<file path="src/rtl/mmu_mem_req_queue.sv">
// mmu_mem_req_queue
//
// Downstream stage of one MMU translation port. Each translated access is
// captured in an in-order queue. Non-faulting accesses are sent to the
// cache/bus over a valid/ready handshake, and their in-order responses are
// matched back to the queue. Faulting accesses never reach the cache; they
// complete at enqueue time and carry their exception. Results retire to the
// pipeline strictly in program order.
//
// Ports
//   clk, rstn         clock, synchronous active-low reset
//   flush             drop every entry; responses still owed are discarded
//   in_*              access from the MMU output register (valid, vaddr,
//                     optype, paddr, excp, memtype, wdata)
//   in_stall          queue full, MMU port must hold its output
//   req_*             request to cache/bus (valid/ready, paddr, uncached,
//                     op, wdata)
//   resp_valid/data   in-order response from cache/bus
//   out_*             head entry towards the pipeline (valid/ready, vaddr,
//                     data, excp)
module mmu_mem_req_queue #(
    parameter int DEPTH  = 4,
    parameter int PTR_W  = 2,
    parameter int DATA_W = 32
) (
    input  logic              clk,
    input  logic              rstn,
    input  logic              flush,
    input  logic              in_valid,
    input  logic [31:0]       in_vaddr,
    input  logic [1:0]        in_optype,
    input  logic [31:0]       in_paddr,
    input  logic [15:0]       in_excp,
    input  logic [1:0]        in_memtype,
    input  logic [DATA_W-1:0] in_wdata,
    output logic              in_stall,
    output logic              req_valid,
    input  logic              req_ready,
    output logic [31:0]       req_paddr,
    output logic              req_uncached,
    output logic [1:0]        req_op,
    output logic [DATA_W-1:0] req_wdata,
    input  logic              resp_valid,
    input  logic [DATA_W-1:0] resp_data,
    output logic              out_valid,
    input  logic              out_ready,
    output logic [31:0]       out_vaddr,
    output logic [DATA_W-1:0] out_data,
    output logic [15:0]       out_excp
);

    localparam logic [1:0] ST_EMPTY  = 2'd0;
    localparam logic [1:0] ST_PEND   = 2'd1;
    localparam logic [1:0] ST_ISSUED = 2'd2;
    localparam logic [1:0] ST_DONE   = 2'd3;

    localparam logic [1:0] OP_STORE    = 2'd2;
    localparam logic [1:0] MT_UNCACHED = 2'd0;

    // Per-entry control state (reset) and payload (no reset needed).
    logic [1:0]        state_q   [DEPTH];
    logic [1:0]        state_d   [DEPTH];
    logic [31:0]       vaddr_q   [DEPTH];
    logic [1:0]        optype_q  [DEPTH];
    logic [31:0]       paddr_q   [DEPTH];
    logic [15:0]       excp_q    [DEPTH];
    logic [1:0]        memtype_q [DEPTH];
    logic [DATA_W-1:0] wdata_q   [DEPTH];
    logic [DATA_W-1:0] data_q    [DEPTH];

    // Pointers carry one extra wrap bit so full and empty are distinguishable.
    logic [PTR_W:0]   tail_q, tail_d;
    logic [PTR_W:0]   issue_q, issue_d;
    logic [PTR_W:0]   resp_q, resp_d;
    logic [PTR_W:0]   head_q, head_d;
    logic [PTR_W+1:0] drop_cnt_q, drop_cnt_d;

    logic [PTR_W-1:0] tail_idx, issue_idx, resp_idx, head_idx, rsp_idx;
    logic             full, empty;
    logic             enq, req_fire, retire, rsp_wr;
    logic             issue_has_entry;
    logic [PTR_W:0]   rsp_ptr;
    logic             rsp_hit;
    logic [PTR_W+1:0] issued_cnt;

    assign tail_idx  = tail_q[PTR_W-1:0];
    assign issue_idx = issue_q[PTR_W-1:0];
    assign resp_idx  = resp_q[PTR_W-1:0];
    assign head_idx  = head_q[PTR_W-1:0];
    assign rsp_idx   = rsp_ptr[PTR_W-1:0];

    assign empty    = (tail_q == head_q);
    assign full     = (tail_q == {~head_q[PTR_W], head_q[PTR_W-1:0]});
    assign in_stall = full;

    assign enq = in_valid && !full && !flush;

    // Uncached requests wait until nothing is outstanding; stores wait until
    // they are the oldest entry so they are never sent speculatively.
    assign issue_has_entry = (issue_q != tail_q);
    assign req_valid = issue_has_entry
                     && (state_q[issue_idx] == ST_PEND)
                     && ((memtype_q[issue_idx] != MT_UNCACHED) || (issue_q == resp_q))
                     && ((optype_q[issue_idx] != OP_STORE) || (issue_q == head_q));
    assign req_paddr    = paddr_q[issue_idx];
    assign req_uncached = (memtype_q[issue_idx] == MT_UNCACHED);
    assign req_op       = optype_q[issue_idx];
    assign req_wdata    = wdata_q[issue_idx];
    assign req_fire     = req_valid && req_ready;

    assign out_valid = !empty && (state_q[head_idx] == ST_DONE);
    assign out_vaddr = vaddr_q[head_idx];
    assign out_data  = data_q[head_idx];
    assign out_excp  = excp_q[head_idx];
    assign retire    = out_valid && out_ready;

    // The resp pointer only skips one completed entry per cycle, so a response
    // can arrive while it still rests on an excepting entry (or one the head
    // has just retired). Scan forward to the oldest ISSUED entry so the data
    // always lands on the request it belongs to.
    always_comb begin
        rsp_ptr = resp_q;
        rsp_hit = 1'b0;
        for (int k = 0; k < DEPTH; k++) begin
            if (!rsp_hit && (rsp_ptr != issue_q)) begin
                if (state_q[rsp_ptr[PTR_W-1:0]] == ST_ISSUED) begin
                    rsp_hit = 1'b1;
                end else begin
                    rsp_ptr = rsp_ptr + 1'b1;
                end
            end
        end
    end

    always_comb begin
        issued_cnt = '0;
        for (int k = 0; k < DEPTH; k++) begin
            if (state_q[PTR_W'(k)] == ST_ISSUED) begin
                issued_cnt = issued_cnt + 1'b1;
            end
        end
    end

    assign rsp_wr = resp_valid && (drop_cnt_q == '0) && rsp_hit && !flush;

    always_comb begin
        state_d    = state_q;
        tail_d     = tail_q;
        issue_d    = issue_q;
        resp_d     = resp_q;
        head_d     = head_q;
        drop_cnt_d = drop_cnt_q;

        if (flush) begin
            // Every request already accepted by the cache (including one taken
            // this cycle) will still answer, so those answers must be dropped.
            // A response in this same cycle pays off one of them immediately.
            for (int k = 0; k < DEPTH; k++) begin
                state_d[PTR_W'(k)] = ST_EMPTY;
            end
            issue_d    = tail_q;
            resp_d     = tail_q;
            head_d     = tail_q;
            drop_cnt_d = drop_cnt_q + issued_cnt
                       + (PTR_W+2)'(req_fire) - (PTR_W+2)'(resp_valid);
        end else begin
            if (enq) begin
                state_d[tail_idx] = in_excp[15] ? ST_DONE : ST_PEND;
                tail_d            = tail_q + 1'b1;
            end

            if (req_fire) begin
                state_d[issue_idx] = ST_ISSUED;
                issue_d            = issue_q + 1'b1;
            end else if (issue_has_entry && (state_q[issue_idx] == ST_DONE)) begin
                issue_d = issue_q + 1'b1;
            end

            if (resp_valid && (drop_cnt_q != '0)) begin
                drop_cnt_d = drop_cnt_q - 1'b1;
            end

            if (rsp_wr) begin
                state_d[rsp_idx] = ST_DONE;
                resp_d           = rsp_ptr + 1'b1;
            end else if ((resp_q != issue_q) && (state_q[resp_idx] != ST_ISSUED)) begin
                resp_d = resp_q + 1'b1;
            end

            if (retire) begin
                state_d[head_idx] = ST_EMPTY;
                head_d            = head_q + 1'b1;
            end
        end
    end

    always_ff @(posedge clk) begin
        if (!rstn) begin
            for (int k = 0; k < DEPTH; k++) begin
                state_q[PTR_W'(k)] <= ST_EMPTY;
            end
            tail_q     <= '0;
            issue_q    <= '0;
            resp_q     <= '0;
            head_q     <= '0;
            drop_cnt_q <= '0;
        end else begin
            state_q    <= state_d;
            tail_q     <= tail_d;
            issue_q    <= issue_d;
            resp_q     <= resp_d;
            head_q     <= head_d;
            drop_cnt_q <= drop_cnt_d;
        end
    end

    // Faulting accesses store zero data so out_data reads 0 for them.
    always_ff @(posedge clk) begin
        if (rstn && enq) begin
            vaddr_q[tail_idx]   <= in_vaddr;
            optype_q[tail_idx]  <= in_optype;
            paddr_q[tail_idx]   <= in_paddr;
            excp_q[tail_idx]    <= in_excp;
            memtype_q[tail_idx] <= in_memtype;
            wdata_q[tail_idx]   <= in_wdata;
            data_q[tail_idx]    <= in_excp[15] ? '0 : in_wdata;
        end
        if (rstn && rsp_wr) begin
            data_q[rsp_idx] <= resp_data;
        end
    end

    // A response with nothing outstanding and nothing left to drop means the
    // cache and this queue have lost agreement on the request stream.
    assert property (@(posedge clk) disable iff (!rstn)
        !(resp_valid && (drop_cnt_q == '0) && !rsp_hit));

endmodule
</file>
<file path="config.mk">
export PLATFORM = sky130hd
export DESIGN_NAME = mmu_mem_req_queue
export DESIGN_NICKNAME = d
export VERILOG_FILES = /design/src/rtl/mmu_mem_req_queue.sv
export SDC_FILE = /design/constraint.sdc
export NUM_CORES = 1
export LEC_CHECK = 0
export BUFFER_PORTS_ARGS = -buffer_cell sky130_fd_sc_hd__buf_2
export CAP_MARGIN = 20
export CORE_ASPECT_RATIO = 1.1
export CORE_MARGIN = 2
export CORE_UTILIZATION = 40
export CTS_CLUSTER_SIZE = 40
export DETAILED_ROUTE_END_ITERATION = 8
export PLACE_DENSITY = 0.65
export SLEW_MARGIN = 20
export SYNTH_ARGS = -nofsm -noshare
export SYNTH_HDL_FRONTEND = slang
export SYNTH_SLANG_ARGS = --single-unit
</file>
<file path="constraint.sdc">
create_clock -name clk -period 9.1 [get_ports clk]
set_input_delay 0.455 -clock clk [delete_from_list [all_inputs] [get_ports clk]]
set_output_delay 0.455 -clock clk [all_outputs]
set_load 0.005 [all_outputs]
</file>
## Yosys cells after proc, flatten, opt, wreduce, memory -nomap -nowiden

Memories as Yosys holds them, arrays and structs flattened. A register that Yosys moved wholly into a read port is not among the register bits.
Index checks and enable logic that the tools add are counted.

- Bitwise operators: 17
- $lt $le $gt $ge: 12
- Reduce and logical (&&, ||, !) cells: 42
- Multiplexer cells: 82
- Add/subtract/negate cells: 13
- Equality and inequality tests: 20

Operators by type and width:

| operator | count |
|---|---|
| 2-bit two-way mux | 31 |
| 8-bit two-way mux | 7 |
| 3-bit two-way mux | 16 |
| 32-bit two-way mux | 1 |
| 3-bit by 1-bit adder with 3-bit output, second input constant | 8 |
| 2-bit binary-select mux with 2-bit select | 6 |
| 3-bit >= comparator, second input constant | 8 |
| 2-bit inverter with 3-bit output | 8 |
| 1-bit logical AND | 23 |
| 2-bit demux with 2-bit select | 4 |
| 2-bit == test, second input constant | 8 |
| 3-bit inequality test | 5 |
| 1-bit two-way mux | 13 |
| 3-bit == test | 4 |
| 3-bit by 1-bit less-than comparator with 1-bit output, second input constant | 4 |
| 4-bit two-way mux | 3 |
| 8-bit AND | 1 |
| 8-bit bitwise mux | 1 |
| 8-bit inverter | 1 |
| 8-bit OR | 1 |
| 1-bit logical NOT | 6 |
| 2-bit nonzero test | 3 |
| 3-bit nonzero test | 2 |
| 4-bit by 1-bit adder with 4-bit output | 1 |
| other kinds (16) | 21 |

- Output and inout port bits: 150
- Bits in writable memories: 592
- Memories kept: 7
- Bits in registers: 24
- Word-level logic and storage cells: 202
- Input port bits: 155

Memories:

| memory | depth | bits a word | rd ports | clocked after memory_dff | write ports | RTL line | RTL |
|---|---|---|---|---|---|---|---|
| data_q | 4 | 32 | 1 | 1 | 2 | 69 | `logic [DATA_W-1:0] data_q [DEPTH];` |
| paddr_q | 4 | 32 | 1 | 1 | 1 | 65 | `logic [31:0] paddr_q [DEPTH];` |
| vaddr_q | 4 | 32 | 1 | 1 | 1 | 63 | `logic [31:0] vaddr_q [DEPTH];` |
| wdata_q | 4 | 32 | 1 | 1 | 1 | 68 | `logic [DATA_W-1:0] wdata_q [DEPTH];` |
| excp_q | 4 | 16 | 1 | 1 | 1 | 66 | `logic [15:0] excp_q [DEPTH];` |
| memtype_q | 4 | 2 | 1 | 1 | 1 | 67 | `logic [1:0] memtype_q [DEPTH];` |
| 1 more memories | - | - | - | - | - | - |  |

## Logic depth before layout (Yosys ltp)

- Depth after elaboration: 38
- Depth in mapped cells: 28
- Gate-level depth less buffers: 23

## Worst setup path before layout

Ideal clock, no wire load.

- Path type: register -> register
- Start point: register issue_q[0]
- End point: memory data_q[3][0] (enable)
- Path buffers: 6
- Setup time: 389 ps
- Setup slack: 2851 ps
- Period minus slack after synthesis: 6249 ps
- Stages on the path, launching flop included: 28
- Arrival time: 5859 ps
- Required time: 8711 ps
- Path through: dfxtp_1 > buf_2 > xor2_2 > or3_1 > buf_2 > a22oi_1 > inv_2 > clkbuf_1 > ha_1 > o32a_1 > buf_4 > ha_1 > clkbuf_1 > nand2_1 > o21ai_0 > o21ai_0 > o21a_1 > a31oi_1 > a21oi_1 > o311ai_0 > a31o_2 > nor2_1 > a31oi_1 > ha_1 > nor2b_1 > nand3_2 > buf_2 > nand2_1

RTL lines:

| what | RTL line | RTL |
|---|---|---|
| from (decl) | 73 | `logic [PTR_W:0] issue_q, issue_d;` |
| from (signal assigned) | 210 | `issue_q <= issue_d;` |
| to (decl) | 69 |  |

==> flow_summary_export.csv <==
group,metric,value,unit
detailed_routing,count_of_tritonroute_iterations_in_the_first_routing_pass,6,
cts,cts.sinks,620,
detailed_routing,dr_total_vias,13765,
worst_hold_path,hp-class,"in2reg",
critical_path,r2r_slack,1.82,ns
critical_path,setup.worst_path.class,"reg2reg",
critical_path,timing.critical_path.from,"issue_q[1]",
global_route,gr-usage-all-layers,0.180,
pwr,netSwitchingPower,2.17,mW
global_route,grt_overflow_total,0,
timing,tightestPinTransition,1.08,ns
timing,final_period_minus_worst_setup_slack,7.28,ns
critical_path,reg2reg_depth,17,
layout,postLayoutCoreUtil,0.475,
placed_design,portBuffers,304,
timing,max_freq,137,MHz
cts,ctsResizeCount,0,
cts,numCtsBuffers,66,
timing,timing.slew.headroom,0.281,
logic_synthesis,synth-seq-cells,620,
detailed_routing,top_layer_used,"met5",
detailed_routing,drtAntennaViolNets,0,
global_route,first_global_vias,14416,
detailed_routing,met3_wirelength,3710,µm
pwr,share_comb_of_total_power,0.232,
global_route,initial_antenna_violation_count,10,
critical_path,critPathLaunchType,"flop",
cts,htree_num_levels,3,
worst_hold_path,holdCritStartpoint,"in_vaddr[12]",
cts,tritoncts,"yes",
logic_synthesis,synth_flop_cell,"sky130_fd_sc_hd__edfxtp_1",
critical_path,worstPathCellList,"xor2_1, or3_1, a22oi_1, inv_2, ha_1, o32a_1, ha_1, o21ai_0, o21ai_0, o21a_1, a31oi_1, a21oi_1, o311a_1, a311oi_4, nand3_2, buf_4, mux2_2",
critical_path,path_max_fanout,24,
detailed_routing,drt_iter0_markers,948,
floorplan,die_area,67800,µm²
critical_path,crit_arrival,7.64,ns
logic_synthesis,avgSynthCellArea,19.8,µm²
logic_synthesis,async_reset_ff_frac,0,
pwr,cellPowerDensity,252,nW/µm²
run,max-cap-violations,0,
timing,slew_viol_final,0,
timing,grt_setup_unrepaired,"no",
detailed_routing,route.detailed.drc,0,
timing,finalSetupTns,0,ns
critical_path,critPathRequiredTime,9.46,ns
detailed_routing,wl_per_cell,24.0,µm
layout,num-fill-cells,5483,
layout,final_net_count,1839,
logic_synthesis,count_of_distinct_cell_types_in_the_synthesized_netlist,69,
placed_design,numPlacedInstances,2436,
timing,layout_worst_path_cycle_share,0.800,
logic_synthesis,dominant_combinational_cell_family_by_area_after_synthesis,"multiplexers",
critical_path,critPathCapture,"data_q[2][17]",
critical_path,cp_slowest_stage_delay,0.79,ns
critical_path,critPathCaptureType,"flop",
timing,timing.clock.skew,0.0330,ns
logic_synthesis,synth_area,26300,µm²
critical_path,critical_path_s_slowest_cell,"sky130_fd_sc_hd__nand3_2",
cts,worst_skew_pair.late_latency,0.61,ns
floorplan,std_cell_rows,98,
logic_synthesis,synth_fa_ha_area_frac,0.0144,
timing,setup_ws,1.82,ns
logic_synthesis,synth-warning-count,0,
logic_synthesis,synth_compound_gate_area_share,0.0267,
logic_synthesis,post_synth_mux_area_share,0.197,
logic_synthesis,synth-xor-area-share,0.0135,
logic_synthesis,share_of_synthesized_cell_area_in_and_or_nand_and_nor_gates,0.0328,
global_route,grt_first_pass_wirelength,90800,µm
global_route,grt_start_max_net_pins,66,
pwr,share_seq_of_total_power,0.426,
floorplan,design.portCount,305,
detailed_routing,met1_length,24500,µm
outcome,status,"complete, no violations",
detailed_routing,route.met2.wl,31800,µm
cts,worst_setup_hold_path_clk_slew,0.06,ns
pwr,cellInternalPower,5.63,mW
pwr,clkPwrFrac,0.342,
placed_design,pre_cts_slack,1.93,ns
cts,clockRootBuffer,"sky130_fd_sc_hd__clkbuf_16",
floorplan,die_height,273,µm
layout,layout.cells.non_filler,2557,
critical_path,crit-reg2reg-capture,"data_q[2][17]",
placed_design,routabilityCongestion,0.818,
layout,sequential_cell_area,18400,µm²
floorplan,core_area,65000,µm²
detailed_routing,routed_wirelength,61300,µm
detailed_routing,routed_via_density,5.38,
critical_path,worstReg2RegStart,"issue_q[1]",
layout,area.growth.synth_to_final,17.6,%
logic_synthesis,synth_enable_flop_cells,596,
pwr,power.ir.vdd_worst,0.281,mV
logic_synthesis,synth_nets,1512,
floorplan,floorplan.die.width,248,µm
layout,multi_input_area,7470,µm²
pwr,switching_share,0.278,
timing,hold_viol_final,0,
cts,ctsHoldBuffers,0,
logic_synthesis,synth-seq-area-share,0.699,
floorplan,start_util,0.404,
pwr,p_leak,10.8,nW
placed_design,dp.final_hpwl,38900,µm
logic_synthesis,synthesis.instances,1328,
cts,post_cts_setup_buffers,0,
cts,clock_path_buffers,3,
layout,drive_gt1_frac,0.421,
timing,report.final.setup_viol,0,
worst min path at each step:
stage                                end  cells after the start
final                     vaddr_q[2][12]                      1
after detailed placement       head_q[2]                      2
after global routing      vaddr_q[2][20]                      1
after global placement         head_q[2]                      2
after CTS                 vaddr_q[1][17]                      1
after floorplan                resp_q[2]                      2
synth_stat cells, drive strengths merged (8+ instances only):
cell / number / area (µm²)
a21oi: 22 / 110
a31oi: 9 / 56.3
and2: 12 / 75.1
buf: 39 / 221
clkbuf: 26 / 97.6
dfxtp: 24 / 480
edfxtp: 596 / 17900
ha: 27 / 338
inv: 30 / 113
mux2: 129 / 1670
mux2i: 12 / 120
mux4: 150 / 3380
nand2: 35 / 131
nand3: 18 / 125
nor2: 18 / 67.6
nor2b: 42 / 263
nor3: 8 / 40.0
o21ai: 22 / 114
xnor2: 24 / 210
xor2: 13 / 121
per-layer routing:
layer,up-vias,global-route usage
li1,6077,-
met1,7190,0.226
met2,389,0.311
met3,97,0.0403
met4,12,0.0561
met5,-,0
stage by stage:
step / power, mW / instance area [µm²] / hold WS [ns]
2_1_floorplan: 4.71 / 26300 / 0.521
3_3_place_gp: 5.14 / 28700 / 0.594
3_5_place_dp: 5.19 / 28700 / 0.609
4_1_cts: 7.87 / 30900 / 0.0249
5_1_grt: 8.17 / 30900 / 0.0416
6_report: 7.80 / 30900 / 0.0672
power by group through the flow:
stage / Clock (mW) / Combinational (mW) / Sequential, mW
2_1_floorplan: 0 / 1.36 / 3.35
3_3_place_gp: 0 / 1.76 / 3.39
3_5_place_dp: 0 / 1.80 / 3.39
4_1_cts: 2.73 / 1.81 / 3.33
5_1_grt: 2.84 / 1.99 / 3.34
6_report: 2.67 / 1.81 / 3.33
cells in the final DEF (no fill, tap or decap), drive strengths merged, types with 3 or more instances in the layout:
cell / netlist / final
edfxtp: 596 / 596
buf: 39 / 324
mux4: 150 / 150
mux2: 129 / 129
clkbuf: 26 / 85
nor2b: 42 / 42
nand2: 35 / 35
inv: 30 / 32
ha: 27 / 27
xnor2: 24 / 24
dfxtp: 24 / 24
clkinv: 0 / 23
a21oi: 22 / 22
o21ai: 22 / 22
nor2: 18 / 18
nand3: 18 / 18
xor2: 13 / 13
mux2i: 12 / 12
and2: 12 / 12
a31oi: 9 / 9
nor3: 8 / 8
bufinv: 0 / 6
o31ai: 4 / 4
nand3b: 4 / 4
o211a: 4 / 4
o311ai: 4 / 4
diode: 0 / 3
nand2b: 3 / 3
o31a: 3 / 3
a211oi: 3 / 3
a22oi: 3 / 3
o21a: 3 / 3
a31o: 3 / 3
and3: 3 / 3
o211ai: 3 / 3
a311oi: 3 / 3
registers in the layout, indices dropped and copies added (netlist names), 4 cells and up, named ones only:
name and cells:
data_q 128, drop_cnt_q 4, excp_q 64, memtype_q 8, optype_q 8, paddr_q 128
state_q 8, vaddr_q 128, wdata_q 128
area by class of cell:
class | instances | share of cell area
Antenna cell | 3 | 0.000243
Clock buffer | 85 | 0.0585
Clock inverter | 32 | 0.0111
Inverter | 30 | 0.00429
Multi-Input combinational cell | 613 | 0.242
Sequential cell | 620 | 0.595
Tap cell | 850 | 0.0344
Timing Repair Buffer | 324 | 0.0545
cells by family after synthesis:
kind of cell,Yosys count
AOI/OAI and AO/OA,100
buffers and inverters,95
xor gates and xnor gates,38
muxes,291
DFF,620
and+or+nand+nor,155
adders and majority gates,29
critical path, delay by kind of cell (launching register included):
family	cells	cell delay, ns
AOI/OAI and AO/OA	9	2.82
and+or+nand+nor	2	1.36
adders and majority gates	2	0.81
DFF	1	0.77
buffers and inverters	2	0.67
xor gates and xnor gates	1	0.32
muxes	1	0.29
Note: power is estimated with default switching activity, not from simulation.
